## src/rtl/instr_decode_stage.sv

```systemverilog
// Decode stage: latches IR, sequences register-file operand reads, holds a decoded bundle; DECODE_ILLEGAL_TRAP_EN flags illegal encodings.
// Latency 1 + RD cycles from accept to out_valid; bundle held while out_ready is low, in_ready only in IDLE or a retiring ISSUE.
module instr_decode_stage #(
  parameter int DATA_W   = 16,
  parameter int REG_W    = 3,
  parameter int RD_PORTS = 1
) (
  input  logic              clk,
  input  logic              reset_n,
  input  logic              in_valid,
  output logic              in_ready,
  input  logic [15:0]       in_instr,
  output logic              rd_en0,
  output logic [REG_W-1:0]  rd_num0,
  output logic              rd_en1,
  output logic [REG_W-1:0]  rd_num1,
  output logic              out_valid,
  input  logic              out_ready,
  output logic [2:0]        opcode,
  output logic [1:0]        op,
  output logic [2:0]        cond,
  output logic [1:0]        alu_op,
  output logic [1:0]        shift,
  output logic [DATA_W-1:0] sximm5,
  output logic [DATA_W-1:0] sximm8,
  output logic [8:0]        sxim9,
  output logic [REG_W-1:0]  wr_num,
  output logic              wr_en,
  output logic              out_illegal
);

  typedef enum logic [1:0] {IDLE = 2'd0, RD = 2'd1, ISSUE = 2'd2} state_t;

  state_t      state_q, state_d;
  logic [15:0] ir_q;
  logic        rd_cnt_q, rd_cnt_d;
  logic        accept, rd_last;
  logic [1:0]  nops_in, nops_ir;
  logic [5:0]  regs_ir;
  logic [3:0]  wr_ir;

  function automatic logic is_illegal(input logic [15:0] w);
    logic [1:0] o;
    o = w[12:11];
    case (w[15:13])
      3'b000:  is_illegal = 1'b1;
      3'b001:  is_illegal = (w[10:8] > 3'd4);
      3'b010:  is_illegal = (o == 2'b01);
      3'b110:  is_illegal = o[0];
      3'b111:  is_illegal = (o != 2'b00);
      default: is_illegal = 1'b0;
    endcase
  endfunction

  // Illegal encodings read nothing, so they go straight to ISSUE.
  function automatic logic [1:0] n_operands(input logic [15:0] w);
    n_operands = 2'd0;
    if (!is_illegal(w)) begin
      case (w[15:13])
        3'b110:  n_operands = (w[12:11] == 2'b00) ? 2'd1 : 2'd0;
        3'b101:  n_operands = (w[12:11] == 2'b11) ? 2'd1 : 2'd2;
        3'b011:  n_operands = 2'd1;
        3'b100:  n_operands = 2'd2;
        3'b010:  n_operands = w[11] ? 2'd0 : 2'd1;
        default: n_operands = 2'd0;
      endcase
    end
  endfunction

  // {first, second} operand in issue order
  function automatic logic [5:0] operand_regs(input logic [15:0] w);
    case (w[15:13])
      3'b110:  operand_regs = {w[2:0], 3'd0};
      3'b101:  operand_regs = (w[12:11] == 2'b11) ? {w[2:0], 3'd0} : {w[10:8], w[2:0]};
      3'b011:  operand_regs = {w[10:8], 3'd0};
      3'b100:  operand_regs = {w[10:8], w[7:5]};
      3'b010:  operand_regs = {w[7:5], 3'd0};
      default: operand_regs = 6'd0;
    endcase
  endfunction

  // {wr_en, wr_num}
  function automatic logic [3:0] write_target(input logic [15:0] w);
    write_target = {1'b0, w[7:5]};
    if (!is_illegal(w)) begin
      case (w[15:13])
        3'b110:  write_target = (w[12:11] == 2'b10) ? {1'b1, w[10:8]} : {1'b1, w[7:5]};
        3'b101:  write_target[3] = (w[12:11] != 2'b01);
        3'b011:  write_target[3] = 1'b1;
        3'b010:  if (w[12]) write_target = {1'b1, 3'd7};
        default: write_target = {1'b0, w[7:5]};
      endcase
    end
  endfunction

  assign nops_in = n_operands(in_instr);
  assign nops_ir = n_operands(ir_q);
  assign regs_ir = operand_regs(ir_q);
  assign wr_ir   = write_target(ir_q);
  assign accept  = in_valid & in_ready;
  assign rd_last = (RD_PORTS == 2) || rd_cnt_q || (nops_ir == 2'd1);

  always_ff @(posedge clk) begin
    if (!reset_n) begin
      state_q  <= IDLE;
      ir_q     <= '0;
      rd_cnt_q <= 1'b0;
    end else begin
      state_q  <= state_d;
      rd_cnt_q <= rd_cnt_d;
      if (accept) ir_q <= in_instr;
    end
  end

  always_comb begin
    state_d  = state_q;
    rd_cnt_d = 1'b0;
    case (state_q)
      IDLE, ISSUE: begin
        if (accept)
          state_d = (nops_in == 2'd0) ? ISSUE : RD;
        else if (state_q == ISSUE && out_ready)
          state_d = IDLE;
      end
      RD: begin
        if (rd_last) state_d = ISSUE;
        else         rd_cnt_d = 1'b1;
      end
      default: state_d = IDLE;
    endcase
  end

  always_comb begin
    in_ready  = reset_n & ((state_q == IDLE) | (state_q == ISSUE & out_ready));
    out_valid = (state_q == ISSUE);
    rd_en0    = 1'b0;
    rd_num0   = '0;
    rd_en1    = 1'b0;
    rd_num1   = '0;
    if (state_q == RD) begin
      rd_en0  = 1'b1;
      rd_num0 = REG_W'((RD_PORTS == 1 && rd_cnt_q) ? regs_ir[2:0] : regs_ir[5:3]);
      if (RD_PORTS == 2 && nops_ir == 2'd2) begin
        rd_en1  = 1'b1;
        rd_num1 = REG_W'(regs_ir[2:0]);
      end
    end
  end

  assign opcode = ir_q[15:13];
  assign op     = ir_q[12:11];
  assign cond   = ir_q[10:8];
  assign alu_op = (opcode == 3'b011 || opcode == 3'b100 || (opcode == 3'b010 && op == 2'b10))
                  ? 2'b00 : op;
  assign shift  = (opcode inside {3'b001, 3'b010, 3'b011, 3'b100}) ? 2'b00 : ir_q[4:3];
  assign sximm5 = {{(DATA_W-5){ir_q[4]}}, ir_q[4:0]};
  assign sximm8 = {{(DATA_W-8){ir_q[7]}}, ir_q[7:0]};
  assign sxim9  = {ir_q[7], ir_q[7:0]};
  assign wr_en  = wr_ir[3];
  assign wr_num = REG_W'(wr_ir[2:0]);

`ifdef DECODE_ILLEGAL_TRAP_EN
  assign out_illegal = out_valid & is_illegal(ir_q);
`else
  assign out_illegal = 1'b0;
`endif

endmodule

```

## config.mk

```make
export PLATFORM = sky130hd
export DESIGN_NAME = instr_decode_stage
export DESIGN_NICKNAME = d
export VERILOG_FILES = /design/src/rtl/instr_decode_stage.sv
export SDC_FILE = /design/constraint.sdc
export NUM_CORES = 1
export LEC_CHECK = 0
export BUFFER_PORTS_ARGS = -buffer_cell sky130_fd_sc_hd__clkbuf_2
export CORE_UTILIZATION = 30
export CTS_BUF_LIST = sky130_fd_sc_hd__clkbuf_16
export DETAILED_ROUTE_END_ITERATION = 6
export GPL_ROUTABILITY_DRIVEN = 0
export PLACE_DENSITY = 0.58
export RECOVER_POWER = 25
export SLEW_MARGIN = 20
export SYNTH_ARGS = -nofsm -noshare
export SYNTH_HDL_FRONTEND = slang
export SYNTH_SLANG_ARGS = --single-unit
```

## constraint.sdc

```tcl
create_clock -name clk -period 1.6 [get_ports clk]
set_clock_uncertainty 0.1 [all_clocks]
set_input_delay 0.32 -clock clk [delete_from_list [all_inputs] [get_ports clk]]
set_output_delay 0.32 -clock clk [all_outputs]
set_load 0.02 [all_outputs]
```

==> metrics.json <==
{
  "outcome": {
    "outcome": "finished, violations left",
    "failed_checks": "negative setup slack"
  },
  "setup_path": {
    "timing.rr.end": "state_q[1]",
    "crit_slowest_cell": "sky130_fd_sc_hd__dfxtp_4",
    "required_ns": 1.18,
    "arrival_ns": 1.58,
    "critical_path.max_stage_delay_ns": 0.36,
    "rrSetupSlack_ns": 0.06,
    "critical_path.max_fanout": 8,
    "worst_case_reg_to_reg_path_depth": 6,
    "critPathKind": "reg2out",
    "worstPathBufferInverterCount": 3,
    "cp_delay_by_family_top": "buffers and inverters",
    "crit_path_cell_trace": "buf_4, nand3_1, o211ai_1, buf_4, a311oi_4, clkbuf_8",
    "critical-path-top-cell-by-count": "sky130_fd_sc_hd__buf_4",
    "startpoint_type": "flop",
    "worst_setup_path_end_kind": "output pin",
    "r2r_start": "state_q[1]"
  },
  "routing": {
    "number_of_drc_markers_after_the_initial_detailed_route_iteration": 46,
    "vias": 1405,
    "viasPerCell": 4.50,
    "wire_length_per_cell_um": 12.4,
    "drt_first_pass_iters": 4,
    "post-route-drc-count": 0,
    "ant_nets": 0,
    "total_routed_wirelength_um": 3860
  },
  "synth": {
    "synth_area_per_cell_sq_um": 8.50,
    "netlist_area_sq_um": 1470,
    "portion_of_the_post_synthesis_area_used_by_sequential_elements": 0.259,
    "post_synth_edffs": 0,
    "postSynthCellCount": 173,
    "synth_seq_cells": 19,
    "ys.warnings.count": 0,
    "synthArstFlopShare": 0,
    "synth.lib_cells_used.distinct": 38,
    "synthFlopType": "sky130_fd_sc_hd__dfxtp_1"
  },
  "clock_network": {
    "htreeDepth": 1,
    "insertion_delay_ns": 0.26,
    "postCtsHoldBufs": 0,
    "path_clk_slew_ns": 0.06,
    "cts_made_buffers": 3,
    "clockRootBuffer": "sky130_fd_sc_hd__clkbuf_16",
    "cts_tree": "built",
    "clkSinkCount": 19,
    "clk_path_buf_depth": 2
  },
  "final_layout": {
    "fillers": 486,
    "area.growth.synth_to_final_pct": 50.1,
    "diodes": 0,
    "layout.core_utilization": 0.467,
    "share_of_cells_above_drive_strength_1": 0.551,
    "area_occupied_by_multi_input_gates_sq_um": 943,
    "nNetsFinal": 267,
    "final_area_sq_um": 2210,
    "fin_cells": 312,
    "regArea_sq_um": 402
  },
  "grt": {
    "pin_count_of_the_biggest_net_entering_global_routing": 21,
    "grt_pass1_wl_um": 6150,
    "globalRouteOverflowTotal": 0,
    "grt_pass1_vias": 1312,
    "grt_util_overall": 0.153,
    "number_of_antenna_violations_at_the_first_check_in_global_routing": 0
  },
  "power": {
    "final_power_mw": 1.58,
    "power.static_leakage_nw": 1.06,
    "areal_power_density_over_the_cells_nw_per_um2": 718,
    "worst_ir_drop_vdd_uv": 331
  },
  "floorplanning": {
    "std_cell_rows": 25,
    "core-area_sq_um": 4720,
    "io_pins": 88,
    "start_util": 0.311,
    "fp.dieArea_sq_um": 5180,
    "die-width_um": 72.0,
    "fp.dieH_um": 72.0
  },
  "hold_path": {
    "min_path_cells": 3,
    "hold_path_class": "in2reg",
    "hold-path-endpoint": "ir_q[3]",
    "hp-start": "in_instr[3]"
  },
  "timing": {
    "final.setup.worst_slack_ns": -0.401,
    "setup_viol": 11,
    "post-route-period-util": 1.25,
    "final_critical_delay_including_setup_and_external_delays_ns": 2.00,
    "max_freq_ghz": 0.500,
    "final_max_slew_viol_count": 0,
    "hold_viol": 0,
    "setup_repair_after_global_routing_missed_its_margin": "true",
    "post_route_worst_hold_slack_ns": 0.218,
    "final.setup.tns_ns": -2.60
  },
  "job": {
    "drv.max_cap_violation_count": 0
  },
  "placed_design": {
    "place.port_buffers": 82,
    "dp_hpwl_um": 2950,
    "place_area_sq_um": 1970,
    "preCtsSetupSlack_ns": -0.160,
    "dpl.cell_count": 306
  }
}
## routing by layer
layer | vias up | track usage | wire (um)
met1 | 644 | 0.187 | 1660
met5 | - | 0 | 0
met2 | 53 | 0.266 | 1930
met4 | 0 | 0.0654 | 78
li1 | 701 | - | -
met3 | 7 | 0.0264 | 190
## what timing repair did
action | CTS | global route
setup buffers | 5 | 1
endpoints found under the setup margin | 11 | 13
pin swaps | 2 | 5
gates resized for setup | 22 | 23
## layout make-up
cell class,count,share of cell area
Sequential cell,19,0.182
Multi-Input combinational cell,107,0.427
Clock inverter,1,0.00283
Timing Repair Buffer,112,0.311
Clock buffer,3,0.0340
Tap cell,67,0.0380
Inverter,3,0.00510
## how the worst max path moves through the flow
stage	from	end	slack, ns	cells past startpoint
2_1_floorplan	ir_q[12]	rd_num0[2]	-0.14	5
3_5_place_dp	ir_q[15]	rd_num0[2]	-0.16	5
6_report	ir_q[14]	rd_num0[2]	-0.40	6
4_1_cts	ir_q[14]	rd_num0[0]	-0.41	6
3_3_place_gp	ir_q[15]	rd_num0[2]	-0.14	5
5_1_grt	ir_q[14]	rd_num0[1]	-0.47	5
## cell usage in the layout, fill, tap and decap left out, types with 3 or more instances in the layout
master / n
sky130_fd_sc_hd__mux2i_1: 16
sky130_fd_sc_hd__nand2_1: 3
sky130_fd_sc_hd__dfxtp_4: 5
sky130_fd_sc_hd__and3_4: 3
sky130_fd_sc_hd__a21oi_2: 3
sky130_fd_sc_hd__buf_6: 7
sky130_fd_sc_hd__clkbuf_16: 3
sky130_fd_sc_hd__clkbuf_2: 57
sky130_fd_sc_hd__buf_4: 25
sky130_fd_sc_hd__a221oi_2: 5
sky130_fd_sc_hd__nand3b_1: 4
sky130_fd_sc_hd__nor2_1: 3
sky130_fd_sc_hd__nand2b_1: 4
sky130_fd_sc_hd__conb_1: 5
sky130_fd_sc_hd__o21ai_1: 3
sky130_fd_sc_hd__nand3_1: 5
sky130_fd_sc_hd__clkbuf_8: 3
sky130_fd_sc_hd__clkbuf_1: 16
sky130_fd_sc_hd__dfxtp_1: 12
sky130_fd_sc_hd__nor2b_1: 21
## flip-flops by register name (all words and copies together) (netlist names)
| signal | cells |
|---|---|
| state_q | 2 |
| rd_cnt_q | 1 |
| ir_q | 16 |
## tightest hold or removal path, delay by kind of cell
| kind | cells | cell delay [ns] |
|---|---|---|
| mux | 1 | 0.05 |
| buf+inv | 1 | 0.07 |
| simple gates | 1 | 0.09 |
## cell families after synthesis
kind of cell | count (synthesis) | share of synthesized area
mux | 16 | 0.109
flops | 19 | 0.259
xor+xnor | 1 | 0.00596
compound gates | 27 | 0.133
buf+inv | 51 | 0.244
fa+ha+maj | 1 | 0.00851
other cells | 1 | 0.00255
simple gates | 57 | 0.238
## report_power, final
group / leakage [nW] / internal, mW / switching [mW]
Clock: 0.0414 / 0.339 / 0.196
Sequential: 0.160 / 0.500 / 0.0427
Combinational: 0.856 / 0.217 / 0.289
Total: 1.06 / 1.06 / 0.528
## synth_stat cells (4+ instances only)
master	instances	area [sq um]
sky130_fd_sc_hd__mux2i_1	16	160
sky130_fd_sc_hd__nor2b_1	22	138
sky130_fd_sc_hd__a221oi_1	5	43.8
sky130_fd_sc_hd__nand2_1	4	15.0
sky130_fd_sc_hd__buf_4	41	308
sky130_fd_sc_hd__nand3b_1	4	30.0
sky130_fd_sc_hd__nor2_1	4	15.0
sky130_fd_sc_hd__nand3_1	5	25.0
sky130_fd_sc_hd__a21oi_1	5	25.0
sky130_fd_sc_hd__dfxtp_1	19	380
sky130_fd_sc_hd__nand2b_1	5	31.3
(Power assumes the default switching activity.)
